===== src/rtl/wb_port_sequencer.sv =====
// Serializes the E and M write-back destinations of one request onto a single
// register-file write port, E first, then M.
module wb_port_sequencer (
  input  logic        clk,
  input  logic        rst_n,
  input  logic        in_valid,
  output logic        in_ready,
  input  logic [3:0]  dstE,
  input  logic [3:0]  dstM,
  input  logic [63:0] valE,
  input  logic [63:0] valM,
  output logic        rf_we,
  output logic [3:0]  rf_addr,
  output logic [63:0] rf_data,
  output logic        busy,
  output logic [15:0] wr_count
);

  localparam logic [3:0] NONE = 4'hF;

  typedef enum logic [1:0] {
    IDLE,
    WR_E,
    WR_M
  } state_t;

  state_t      state;
  logic [3:0]  cap_dste;
  logic [3:0]  cap_dstm;
  logic [63:0] cap_vale;
  logic [63:0] cap_valm;

  // WR_E/WR_M are only entered for a real destination, so rf_we never pairs with NONE.
  always_ff @(posedge clk or negedge rst_n) begin
    if (!rst_n) begin
      state    <= IDLE;
      cap_dste <= 4'h0;
      cap_dstm <= 4'h0;
      cap_vale <= 64'h0;
      cap_valm <= 64'h0;
      wr_count <= 16'h0;
    end else begin
      if (rf_we)
        wr_count <= wr_count + 16'd1;
      case (state)
        IDLE: begin
          if (in_valid) begin
            cap_dste <= dstE;
            cap_dstm <= dstM;
            cap_vale <= valE;
            cap_valm <= valM;
            if (dstE != NONE)
              state <= WR_E;
            else if (dstM != NONE)
              state <= WR_M;
          end
        end
        WR_E:    state <= (cap_dstm != NONE) ? WR_M : IDLE;
        WR_M:    state <= IDLE;
        default: state <= IDLE;
      endcase
    end
  end

  // Outputs come only from state and captured registers, so reset drops them at once.
  always_comb begin
    rf_we   = 1'b0;
    rf_addr = NONE;
    rf_data = 64'h0;
    case (state)
      WR_E: begin
        rf_we   = 1'b1;
        rf_addr = cap_dste;
        rf_data = cap_vale;
      end
      WR_M: begin
        rf_we   = 1'b1;
        rf_addr = cap_dstm;
        rf_data = cap_valm;
      end
      default: begin
        rf_we   = 1'b0;
        rf_addr = NONE;
        rf_data = 64'h0;
      end
    endcase
  end

  assign in_ready = (state == IDLE);
  assign busy     = (state != IDLE);

endmodule


===== config.mk =====
export PLATFORM = sky130hd
export DESIGN_NAME = wb_port_sequencer
export DESIGN_NICKNAME = d
export VERILOG_FILES = /design/src/rtl/wb_port_sequencer.sv
export SDC_FILE = /design/constraint.sdc
export NUM_CORES = 1
export LEC_CHECK = 0
export CAP_MARGIN = 20
export CORE_MARGIN = 4
export CORE_UTILIZATION = 45
export CTS_CLUSTER_SIZE = 16
export DETAILED_ROUTE_END_ITERATION = 8
export HOLD_SLACK_MARGIN = 0.05
export PLACE_DENSITY = 0.8
export SLEW_MARGIN = 20
export SYNTH_ARGS = -nofsm -noshare
export SYNTH_HDL_FRONTEND = slang
export SYNTH_SLANG_ARGS = --single-unit

===== constraint.sdc =====
create_clock -name clk -period 2.5 [get_ports clk]
set_input_delay 0.75 -clock clk [delete_from_list [all_inputs] [get_ports clk]]
set_output_delay 0.75 -clock clk [all_outputs]
set_load 0.01 [all_outputs]

==> results.json <==
{
  "p_int_uw": 9250,
  "grt_max_degree": 92,
  "final_max_slew_viol_count": 0,
  "finalSetupViolCount": 46,
  "max_slew_margin": 0.665,
  "h-tree-depth": 4,
  "pin_count": 226,
  "syn_avg_cell_area_sq_um": 13.2,
  "fmax_ghz": 0.389,
  "die_h_um": 132,
  "comb_power_share": 0.488,
  "critPathTopFamily": "buffers and inverters",
  "synthToLayoutAreaGrowth_pct": 54.8,
  "routed-via-count": 5268,
  "finalCritPeriodShare": 1.03,
  "ctsRootBufferMaster": "clkbuf_16",
  "tightest_slew_ns": 0.502,
  "irDropWorstVdd_mv": 0.906,
  "postSynthCellCount": 521,
  "violations": "negative setup slack",
  "layout.nets": 915,
  "cp_common_cell": "buf_12",
  "cts_buffers": 17,
  "cp_max_fo": 12,
  "antenna_cells": 0,
  "vias_per_cell": 5.43,
  "finalHoldViolCount": 0,
  "holdWs_ns": 0.316,
  "antenna_left": 0,
  "path_buf_inv": 4,
  "ys.warnings.count": 0,
  "synth_top_area_cell": "dfrtp_1",
  "end_kind": "output pin",
  "drc": 0,
  "synth_top_area_frac": 0.558,
  "path_cells": "buf_6, ha_4, buf_12, buf_12, a22oi_2, nor2b_1, buf_2",
  "grt_overflow": 0,
  "ys_ff_latch": 154,
  "slowest_delay_ns": 0.40,
  "hold_class": "input port to asynchronous set/reset pin",
  "drv_cap": 0,
  "clockBufferDepth": 2,
  "dpl.hpwl_mm": 12.8,
  "synth_cell_types": 25,
  "critPathSlowestCell": "dfrtp_1",
  "grt_pass1_vias": 5877,
  "first_pass_iters": 4,
  "drtIter0Drc": 150,
  "ys_seq_area_frac": 0.558,
  "crit_type": "flip-flop to output pin",
  "dieArea_sq_um": 17400,
  "fp-row-count": 45,
  "crit_required_ns": 1.75,
  "clock_power_share": 0.182,
  "clock_skew_ns": 0.00707,
  "final_core_util": 0.708,
  "grt.total_usage": 0.228,
  "fin_crit_ns": 2.57,
  "wl_per_cell_um": 20.6,
  "synth_nets": 664,
  "synth_area_sq_um": 6900,
  "antenna_found_initial": 0,
  "drt_wl_total_mm": 20.0,
  "cp-start-kind": "flip-flop",
  "rsz0062_at_grt": "yes",
  "synth_area_leaders": "dfrtp_1, mux2_2, a22oi_1",
  "die_w_um": 132,
  "cts_hold_buf": 0,
  "start_util": 0.457,
  "cts_num_sinks": 154,
  "powerDensity_nw_per_um2": 1310,
  "grt_pass1_wl_mm": 31.3,
  "fillCellCount": 1005,
  "core_area_sq_um": 15100,
  "timing.final.ws_setup_ns": -0.0735,
  "port_buffers": 225,
  "status": "complete, but fails checks",
  "arrival_ns": 1.82,
  "layout-drive-gt1-share": 0.475,
  "seqPwrFrac": 0.329,
  "p_switching_uw": 4770,
  "p_sw_frac": 0.340,
  "cts_tree": "yes",
  "clk_pin_slew_ns": 0.05,
  "place_congestion": 0.819,
  "leakage_uw": 0.00446,
  "power_uw": 14000,
  "clk_latency_ns": 0.42
}
stage by stage:
stage / setup TNS [ns] / cell area [sq um] / setup WS, ns / std cells
finish: -1.55 / 10700 / -0.0735 / 971
global route: -6.29 / 10700 / -0.158 / 971
CTS: -2.63 / 10500 / -0.115 / 966
detailed placement: -1.04 / 9500 / -0.0758 / 915
global placement: -0.173 / 9500 / -0.0495 / 915
floorplan: 0 / 6900 / 0.309 / 521
area by class of cell:
cell class,count,area (sq um),area share
flip-flops and latches,154,3850,0.361
multi-input cells,326,3310,0.309
repair buffers,270,2700,0.253
clock buffers,21,450,0.0422
well taps,188,235,0.0220
clock inverters,9,124,0.0116
inverters,3,11.3,0.00105
timing repair:
item,4_1_cts,5_1_grt
pin swaps,22,11
endpoints found under the hold margin,0,0
cloned,7,1
endpoints found under the setup margin,71,69
resized for setup,350,62
setup buffers,15,7
worst register-to-register path, cell delays in order, from the launching register on:
cell	delay [ns]
dfrtp_1	0.39
inv_2	0.09
ha_4	0.37
buf_8	0.19
nand3_1	0.16
nor4_4	0.36
nand3_1	0.15
xnor2_1	0.14
cells in the mapped netlist:
cell      number
nand3_2        1
inv_1          3
or2_1          1
xor2_1         4
ha_1           4
a21oi_1        1
mux2_2       137
nand4_1        7
dfrtp_1      154
a22oi_1       69
xnor2_1       11
and3_1         1
nor4_4         1
o21ai_0        1
clkbuf_1      18
nand3_1        5
buf_2         15
nand2_1       12
nor3_1         1
nand2_2        1
nor2b_1       64
buf_6          4
buf_4          1
nor2_1         4
a31oi_1        1
layer usage:
metal / track usage / vias up / routed length, um
li1: - / 2362 / -
met3: 0.0649 / 50 / 1090
met1: 0.271 / 2675 / 8020
met4: 0.0945 / 0 / 633
met2: 0.391 / 181 / 10300
met5: 0 / - / 0
cell usage in the layout, fill, tap and decap left out, drive strengths merged:
master	count
bufinv	3
a21oi	1
nor3	1
a31oi	1
o21ai	1
clkbuf	25
a22oi	69
and3	1
nand2	13
xor2	4
nor2b	64
inv	3
clkinv	6
nand3	6
nor2	4
nor4	1
ha	4
buf	111
xnor2	11
dfrtp	154
or2	1
nand4	7
mux2	137
clkdlybuf4s50	154
dlygate4sd2	1
cells by family (layout without fill, tap and decap cells):
logic type      count (synthesis)  count (layout)  synth area share
buf+inv                        41             303            0.0299
fa+ha+maj                       4               4           0.00725
flops                         154             154             0.558
simple gates                   98              98            0.0846
xor+xnor                       15              15            0.0190
mux                           137             137             0.223
compound gates                 72              72            0.0774
registers in the layout, indices dropped and copies added, names as in the netlist:
name      cells
cap_dste      4
wr_count     16
cap_dstm      4
cap_vale     64
cap_valm     64
state         2
path summary, 6_finish.rpt:
check	from	to	slack, ns	cells after the start
setup / recovery	state[1]	rf_data[49]	-0.07	7
hold / removal	rst_n	cap_vale[60]	0.32	2
setup reg to reg	state[1]	wr_count[15]	0.54	7
hold reg to reg	wr_count[15]	wr_count[15]	0.49	1
max in group asynchronous	rst_n	cap_vale[59]	1.75	2
min in group clk	wr_count[15]	wr_count[15]	0.49	1
power groups by stage:
stage | sequential [uW] | clock [uW] | combinational [uW]
final | 4620 | 2560 | 6850
after global routing | 4750 | 2710 | 7290
after CTS | 4540 | 2590 | 6530
after detailed placement | 4420 | 0 | 5650
after global placement | 4340 | 0 | 5490
after floorplan | 4210 | 0 | 3320
Note: power is estimated with default switching activity, not from simulation.
